**config.mk**
```make
export PLATFORM = sky130hd
export DESIGN_NAME = i2s_tx_sample_fifo_flat
export DESIGN_NICKNAME = d
export VERILOG_FILES = /design/src/rtl/i2s_tx_sample_fifo_pkg.sv /design/src/rtl/i2s_tx_sample_fifo_if.sv /design/src/rtl/i2s_tx_sample_fifo_mem.sv /design/src/rtl/i2s_tx_sample_fifo.sv /design/src/flat_wrapper.sv
export SDC_FILE = /design/constraint.sdc
export NUM_CORES = 1
export LEC_CHECK = 0
export CORE_MARGIN = 5
export CORE_UTILIZATION = 36
export CTS_CLUSTER_SIZE = 12
export DETAILED_ROUTE_END_ITERATION = 6
export MAX_ROUTING_LAYER = met4
export PLACE_DENSITY_LB_ADDON = 0.2
export SLEW_MARGIN = 5
export SYNTH_ARGS = -nofsm -noshare
export SYNTH_HDL_FRONTEND = slang
export SYNTH_HIERARCHICAL = 1
export SYNTH_SLANG_ARGS = --single-unit
```
**constraint.sdc**
```tcl
create_clock -name clk -period 5.4 [get_ports clk]
set_input_delay 1.08 -clock clk [delete_from_list [all_inputs] [get_ports clk]]
set_output_delay 1.08 -clock clk [all_outputs]
set_load 0.1 [all_outputs]
```
**src/rtl/i2s_tx_sample_fifo_pkg.sv**
```systemverilog
// Shared types and helpers for the I2S transmit sample FIFO.
// Provides the default sample width, the stereo pair type and the
// level-counter width helper used by the FIFO and its testbench.
package i2s_pkg;

    localparam int I2S_DW = 24;

    // One left/right sample pair as it travels through the FIFO.
    typedef struct packed {
        logic [I2S_DW-1:0] l;
        logic [I2S_DW-1:0] r;
    } stereo_t;

    // Pointer/level width: one extra bit so that full and empty differ.
    function automatic int level_width(input int depth);
        return $clog2(depth) + 1;
    endfunction

endpackage

```
**src/rtl/i2s_tx_sample_fifo_if.sv**
```systemverilog
// Stream bundle between the DSP producer, the FIFO and the I2S transmitter.
// master: the producer/transmitter side; slave: the FIFO.
interface i2s_tx_sample_fifo_if #(
    parameter int DW = 24
);
    logic [DW-1:0] s_ldata;
    logic [DW-1:0] s_rdata;
    logic          s_valid;
    logic          s_ready;
    logic          rd_en;
    logic          rd_valid;
    logic [DW-1:0] ldata;
    logic [DW-1:0] rdata;

    modport master (
        output s_ldata, s_rdata, s_valid, rd_en,
        input  s_ready, rd_valid, ldata, rdata
    );

    modport slave (
        input  s_ldata, s_rdata, s_valid, rd_en,
        output s_ready, rd_valid, ldata, rdata
    );

endinterface

```
**src/rtl/i2s_tx_sample_fifo_mem.sv**
```systemverilog
// Simple dual-port sample storage: synchronous write, registered read.
// The read register doubles as the FIFO output register, so it resets
// to zero and can be cleared to emit silence on an empty read.
module i2s_fifo_mem #(
    parameter  int W     = 48,
    parameter  int DEPTH = 16,
    localparam int AW    = $clog2(DEPTH)
) (
    input  logic          clk,
    input  logic          rst_n,
    input  logic          wr_en,
    input  logic [AW-1:0] wr_addr,
    input  logic [W-1:0]  wr_data,
    input  logic          rd_en,
    input  logic          rd_clr,
    input  logic [AW-1:0] rd_addr,
    output logic [W-1:0]  rd_data
);

    logic [W-1:0] mem [DEPTH];

    // Store an accepted pair.
    // NOTE: the array has no reset so it can map onto RAM primitives;
    // stale contents are never visible because the pointers gate every read.
    always_ff @(posedge clk) begin
        if (wr_en) begin
            mem[wr_addr] <= wr_data;
        end
    end

    // Registered read port; holds its value between reads.
    // NOTE: sequential state uses non-blocking assignments so every flop
    // samples pre-edge values regardless of process ordering.
    always_ff @(posedge clk or negedge rst_n) begin
        if (!rst_n) begin
            rd_data <= '0;
        end else if (rd_clr) begin
            rd_data <= '0;
        end else if (rd_en) begin
            rd_data <= mem[rd_addr];
        end
    end

endmodule

```
**src/rtl/i2s_tx_sample_fifo.sv**
```systemverilog
// Stereo sample FIFO feeding the I2S transmitter.
// Holds the pointers, level, sticky flags and read-valid register; storage
// and the data output register live in i2s_fifo_mem.
// Optional feature: define I2S_FIFO_UNDERFLOW_MUTE_EN to answer a read of an
// empty FIFO with rd_valid=1 and zero samples instead of no response.
module i2s_tx_sample_fifo
    import i2s_pkg::*;
#(
    parameter  int DW    = I2S_DW,
    parameter  int DEPTH = 16,
    localparam int AW    = $clog2(DEPTH),
    localparam int LW    = level_width(DEPTH)
) (
    input  logic                 clk,
    input  logic                 rst_n,
    i2s_tx_sample_fifo_if.slave  bus,
    output logic [LW-1:0]        level,
    output logic                 underflow,
    output logic                 overflow,
    input  logic                 clr_flags
);

    logic [LW-1:0]   wr_ptr;
    logic [LW-1:0]   rd_ptr;
    logic            full;
    logic            empty;
    logic            wr_fire;
    logic            rd_fire;
    logic            rd_empty;
    logic            rd_clr;
    logic            rd_valid_q;
    logic [2*DW-1:0] rd_word;

    // Extra pointer MSB distinguishes full (MSBs differ) from empty (equal).
    assign full  = (wr_ptr[AW] != rd_ptr[AW]) && (wr_ptr[AW-1:0] == rd_ptr[AW-1:0]);
    assign empty = (wr_ptr == rd_ptr);
    assign level = wr_ptr - rd_ptr;

    assign bus.s_ready = !full;
    assign wr_fire     = bus.s_valid && !full;
    // Empty is judged on registered state, so a same-cycle write never
    // falls through to a read.
    assign rd_fire     = bus.rd_en && !empty;
    assign rd_empty    = bus.rd_en && empty;

`ifdef I2S_FIFO_UNDERFLOW_MUTE_EN
    assign rd_clr = rd_empty;
`else
    assign rd_clr = 1'b0;
`endif

    // Advance pointers on accepted writes and reads.
    always_ff @(posedge clk or negedge rst_n) begin
        if (!rst_n) begin
            wr_ptr <= '0;
            rd_ptr <= '0;
        end else begin
            if (wr_fire) wr_ptr <= wr_ptr + 1'b1;
            if (rd_fire) rd_ptr <= rd_ptr + 1'b1;
        end
    end

    // Read-valid pulse one cycle after each serviced request.
    always_ff @(posedge clk or negedge rst_n) begin
        if (!rst_n) begin
            rd_valid_q <= 1'b0;
        end else begin
`ifdef I2S_FIFO_UNDERFLOW_MUTE_EN
            rd_valid_q <= bus.rd_en;
`else
            rd_valid_q <= rd_fire;
`endif
        end
    end

    // Sticky error flags; a new event in the clearing cycle wins.
    always_ff @(posedge clk or negedge rst_n) begin
        if (!rst_n) begin
            underflow <= 1'b0;
            overflow  <= 1'b0;
        end else begin
            underflow <= rd_empty || (underflow && !clr_flags);
            overflow  <= (bus.s_valid && full) || (overflow && !clr_flags);
        end
    end

    i2s_fifo_mem #(
        .W     (2*DW),
        .DEPTH (DEPTH)
    ) u_mem (
        .clk     (clk),
        .rst_n   (rst_n),
        .wr_en   (wr_fire),
        .wr_addr (wr_ptr[AW-1:0]),
        .wr_data ({bus.s_ldata, bus.s_rdata}),
        .rd_en   (rd_fire),
        .rd_clr  (rd_clr),
        .rd_addr (rd_ptr[AW-1:0]),
        .rd_data (rd_word)
    );

    assign bus.rd_valid = rd_valid_q;
    assign bus.ldata    = rd_word[2*DW-1:DW];
    assign bus.rdata    = rd_word[DW-1:0];

endmodule

```
**src/flat_wrapper.sv**
```systemverilog
// flat-port wrapper written by rule: the top's interface ports become plain ports
module i2s_tx_sample_fifo_flat import i2s_pkg::*;
#(
    parameter  int DW    = I2S_DW,
    parameter  int DEPTH = 16,
    localparam int AW    = $clog2(DEPTH),
    localparam int LW    = level_width(DEPTH)
)
  (clk, rst_n, level, underflow, overflow, clr_flags, bus_s_ldata, bus_s_rdata, bus_s_valid, bus_rd_en, bus_s_ready, bus_rd_valid, bus_ldata, bus_rdata);
  i2s_tx_sample_fifo_if #(.DW(DW)) bus_i ();
  input  logic clk;
  input  logic rst_n;
  output logic [LW-1:0] level;
  output logic underflow;
  output logic overflow;
  input  logic clr_flags;
  input wire logic [$bits(bus_i.s_ldata)-1:0] bus_s_ldata;
  input wire logic [$bits(bus_i.s_rdata)-1:0] bus_s_rdata;
  input wire logic [$bits(bus_i.s_valid)-1:0] bus_s_valid;
  input wire logic [$bits(bus_i.rd_en)-1:0] bus_rd_en;
  output wire logic [$bits(bus_i.s_ready)-1:0] bus_s_ready;
  output wire logic [$bits(bus_i.rd_valid)-1:0] bus_rd_valid;
  output wire logic [$bits(bus_i.ldata)-1:0] bus_ldata;
  output wire logic [$bits(bus_i.rdata)-1:0] bus_rdata;
  assign bus_i.s_ldata = bus_s_ldata;
  assign bus_i.s_rdata = bus_s_rdata;
  assign bus_i.s_valid = bus_s_valid;
  assign bus_i.rd_en = bus_rd_en;
  assign bus_s_ready = bus_i.s_ready;
  assign bus_rd_valid = bus_i.rd_valid;
  assign bus_ldata = bus_i.ldata;
  assign bus_rdata = bus_i.rdata;
  i2s_tx_sample_fifo #(.DW(DW), .DEPTH(DEPTH)) u_core (.clk(clk), .rst_n(rst_n), .bus(bus_i), .level(level), .underflow(underflow), .overflow(overflow), .clr_flags(clr_flags));
endmodule
```
Word-level counts from Yosys, hierarchy flattened
Memory sizes are Yosys's and may differ from the RTL's. A register that Yosys moved wholly into a read port is not among the register bits.
Cells that the tools add are included.

storage, ports and cells
  ROM bits = 0
  register bits after elaboration = 13
  memories kept = 1
  latch bits = 0
  RAM bits = 768
  output and inout bits = 57

cells by class
  add/sub/neg operators = 3
  $lt $le $gt $ge = 0
  muxes and demuxes = 2
  multipliers = 0
  bitwise gates (word level) = 0
  shifts and indexed selects = 0
  equality and inequality tests = 3
  div/mod/pow operators = 0
  reduce and logical (&&, ||, !) cells = 13

memories
  name              depth  width  rd ports  clocked after Yosys merged registers in  wr ports  line                          RTL
  u_core.u_mem.mem  16     48     1         1                                        1         i2s_tx_sample_fifo_mem.sv:20  logic [W-1:0] mem [DEPTH];

operators with widths
  cell                 count
  $add 5x1->5 const B  2
  $logic_and 1x1->1    7
  $eq 5x5->1           1
  $sub 5x5->5          1
  $eq 4x4->1           1
  $logic_not 1->1      4
  $logic_or 1x1->1     2
  $mux 1               2
  $ne 1x1->1           1

Logic depth before layout (Yosys ltp)
  depth after elaboration = 6
  depth in mapped cells = 10

Modules after synthesis
The synthesis kept the hierarchy.

by module, submodules not included
  module              cells an instance  times used  area each (um^2)
  i2s_fifo_mem        1811               1           31604.1
  i2s_tx_sample_fifo  66                 1           723.2

Worst setup path before layout
OpenSTA, ideal clock, no wires.

  kind = input to register
  start point = in bus_s_valid
  end point = mem u_core.u_mem.mem[0][0] (enable)
  setup slack = -149 ps
  setup time = 513 ps
  arrival time = 5036 ps
  stages on the path = 4
  data required time = 4887 ps
  cell sequence = o21ai_2 -> inv_1 -> or3b_2 -> nor3_1

on the way
  word-level cells in the longest chain between the ends = 3

ends and longest elaborated chain
  what                          line                          RTL
  start, declared               flat_wrapper.sv:19            input wire logic [$bits(bus_i.s_valid)-1:0] bus_s_valid;
  $logic_and 1x1->1             i2s_tx_sample_fifo.sv:40      assign wr_fire = bus.s_valid && !full;
  via u_core.wr_fire            i2s_tx_sample_fifo.sv:27      logic wr_fire;
  $mux 1                        i2s_tx_sample_fifo_mem.sv:26  if (wr_en) begin
  $mux 1 (implied by the code)  i2s_tx_sample_fifo_mem.sv:27  mem[wr_addr] <= wr_data;
  end, declared                 i2s_tx_sample_fifo_mem.sv:20

The timed path passes the listed nets, and every way through them passes these cells.

Final worst setup path
  start point = reg u_core.rd_ptr[0]
  end point = out level[2]

on the way
  word-level cells in the longest chain between the ends = 1

ends and longest elaborated chain
  what                    line                      RTL
  start, declared         i2s_tx_sample_fifo.sv:24  logic [LW-1:0] rd_ptr;
  start signal, assigned  i2s_tx_sample_fifo.sv:59  if (rd_fire) rd_ptr <= rd_ptr + 1'b1;
  $sub 5x5->5             i2s_tx_sample_fifo.sv:37  assign level = wr_ptr - rd_ptr;
  end, declared           flat_wrapper.sv:13        output logic [LW-1:0] level;

Every way passes these cells.

==> results.md <==
* Post-synthesis cell area at ~32000 um2
* Count of unresolved DRC violations after routing at 0
* Total half-perimeter wirelength after legalization and detailed placement at around 40000 um
* Ports placed on the boundary at 110
* DR pass1 iterations at 4
* Top library cells by usage in the layout, fill and taps aside: edfxtp_1, mux2i_1, nand3_1, nand2_1, clkdlybuf4s50_1
* Largest buffer count on any clock path at 3
* Clock Pin Slew Worst Setup and Hold Paths at 0.05 ns
* Maximum number of pins on one net before global-route repair at between 70 and 80
* Clock period minus final worst setup slack at around 4.4 ns
* Finished layout cell area at approximately 38000 um2
* Slew Limit Fails at 0
* Worst slack at placement at ~1.5 ns
* Number of fill cells in the layout at about 7900
* Post-cts repair resize count at 0
* Average via count per standard cell at around 5.1
* Layout overhead on the synthesized area at 16.3%
* Portion of the clock cycle consumed by the worst path in the final layout at 81.9%
* Syn avg cell area at 17.2 um2
* Vias in the first global route at 17100
* Number of cells on the worst reg-to-reg path at 6
* Share of final-layout standard cells stronger than drive strength 1 at roughly a tenth
* Maximum resistive drop on vdd at around 0.33 mV
* Cell chosen for the clock root: clkbuf_16
* Worst-path fanout max at 27
* Setup Viol. Count Final at 0
* Final WL at 75600 um
* Floorplan die height at about 310 um
* Post-Synthesis Cells at 1877
* Global-route met3 utilization at under 10%
* Die X-Extent at ~310 um
* Startpoint of the worst-slack reg-to-reg timing path: u_core/rd_ptr[0]
* Total number of nets in the final design at around 2100
* Detailed Route Iter0 Violations at 977
* Crit start category: flop
* Hold Violations, Final at 0
* Placed instance area at between 30000 and 40000 um2
* Path class of the lowest-slack min-delay path: input port to asynchronous set/reset pin
* Total routing resource utilization after global routing at ~16%
* Most common cell after layout, fill and taps aside: edfxtp_1
* Max cap viols at 0
* Capturing element type of the critical path: output port
* Clock sinks at 829
* Minimum setup slack in the final design at about 0.98 ns
* Synth area leader: edfxtp_1
* Total die area at about 96000 um2
* Starting Density at 36.1%
* Data arrival time of the critical path at around 3.3 ns
* Sum of negative setup slack at 0 ns
* GR Layer Usage met1 at approximately a fifth
* Clock latency of the later-clocked register in the worst-skew pair at between 0.6 and 0.7 ns
* Clock tree from TritonCTS: done
* Number of CTS-inserted buffers at 90
* Number of buffers inserted by post-CTS setup repair at 0
* Buffers on Ports at around 110
* Ranking of synthesized cells by area: edfxtp_1, mux2i_1, dfrtp_1, nand3_1, a22oi_1
* Yosys reg bits at slightly above 800
* Sequential area share after synthesis at about three quarters
* Upper clock frequency limit at approximately 230 MHz
* Yosys warnings at 6
* Power density over the cells at about 570 nW/um2
* Number of distinct standard cells referenced by the synthesized netlist at 40
* Unrepaired setup endpoints after global routing: no
* Outcome: finished, final reports clean
* Reg2reg setup slack at roughly 2 ns
* Global-route wire length before repair at 112000 um
* Crit path kind: flop to output port
* Count of antenna-violating nets left after detailed routing at 0
* Final weighted congestion in routability-driven placement at ~0.7
* Most utilized layer in the global route result: met2
* Initial antenna violation count at 3
* Pwr Total at approximately 21000 uW
* DR vias at ~17000
* Capture point of the worst reg-to-reg path: u_core/u_mem/rd_data[22]
* Total number of placement rows at 110
* Leakage power summed over all cells at 0.0132 uW
* Number of hold buffers added after CTS at 0
* Required time of the critical path at roughly 4.3 ns
* Maximum clock skew at final layout at ~0.021 ns
* Met2 track utilization from global routing at 26.8%
* Worst slew slack as a fraction of its limit at between 20 and 25%
* Worst Tran Pin Value at about 1.2 ns
* Grt ovf at 0
* Post-synth top area share at a little under three quarters
* Number of levels the H-tree was split into at 3
* DR WL/cell at around 23 um
* Core area at around 90000 um2
[flip-flops by register name (all words and copies together) (netlist names)]
signal and flops:
u_core/underflow 1, u_core/u_mem/mem 768, u_core/wr_ptr 5, u_core/u_mem/rd_data 48, u_core/bus.rd_valid 1, u_core/rd_ptr 5
u_core/overflow 1
[worst max-delay path, cell delays in order, from the launching register on]
cell	delay (ns)
dfrtp_4	0.71
ha_1	0.23
inv_1	0.06
fa_1	0.40
xor2_1	0.16
clkdlybuf4s50_1	1.15
[logic make-up after synthesis]
logic type	share of synthesized area [%]
flip-flops	76.1
AO/OA/AOI/OAI	4.16
adder cells (fa/ha/maj)	0.294
multiplexers	11.9
XOR/XNOR	0.348
other	0.0116
buffers and inverters	2.60
AND/OR/NAND/NOR	4.60
[routing by layer]
metal / wire (um) / vias up
met1: 33700 / 8568
li1: - / 7580
met3: 2880 / 114
met2: 37500 / 286
met4: 1590 / 0
met5: 0 / -
[worst max-delay path by stage]
stage,from,end,slack (ns)
after floorplan,bus_s_valid,u_core/u_mem/mem[12][0],0.20
after global placement,u_core/rd_ptr[0],level[2],1.52
after detailed placement,bus_s_valid,u_core/u_mem/mem[1][23],1.54
after CTS,u_core/rd_ptr[0],level[2],0.90
after global routing,u_core/rd_ptr[0],level[2],0.82
final,u_core/rd_ptr[0],level[2],0.98
[metrics by stage]
step / utilization [%] / std cells / hold slack (ns)
after floorplan: - / 1879 / 0.492
after global placement: 38.6 / 3102 / 0.470
after detailed placement: 38.6 / 3102 / 0.471
after CTS: 41.9 / 3271 / 0.421
after global routing: 42.0 / 3274 / 0.445
final: 42.0 / 3274 / 0.437
[final cells by class]
class | instances | area, um2 | area share, %
timing repair buffer | 148 | 1450 | 3.87
multi-input combinational | 939 | 7050 | 18.8
inverter | 10 | 37.5 | 0.0999
antenna | 3 | 7.51 | 0.0200
clock buffer | 136 | 2620 | 6.96
sequential | 829 | 24600 | 65.4
clock inverter | 33 | 359 | 0.955
tap | 1176 | 1470 | 3.91
[synthesized netlist by cell type (all sizes together)]
cell type       n
o21ai           3
and2            1
dfrtp          61
nand4           3
mux2            1
edfxtp        768
ha              6
xor2            4
nand2b          3
and4            1
nor2b           2
nand3b          3
nand3         149
nor3            4
nand2         147
xnor2           8
buf            69
conb            1
o22ai           1
fa              1
mux2i         384
a22oi          96
inv            10
clkbuf         30
a21o            2
or3b            2
a21boi          1
dlymetal6s2s    2
nor2           16
a21oi          98
[power breakdown]
| part | internal, uW | switching, uW | leakage (uW) |
|---|---|---|---|
| Clock | 3640 | 2450 | 0.00145 |
| Combinational | 2050 | 4930 | 0.00405 |
| Sequential | 7890 | 399 | 0.00773 |
| Total | 13600 | 7770 | 0.0132 |
No activity file was read; power rests on OpenSTA's default activity.
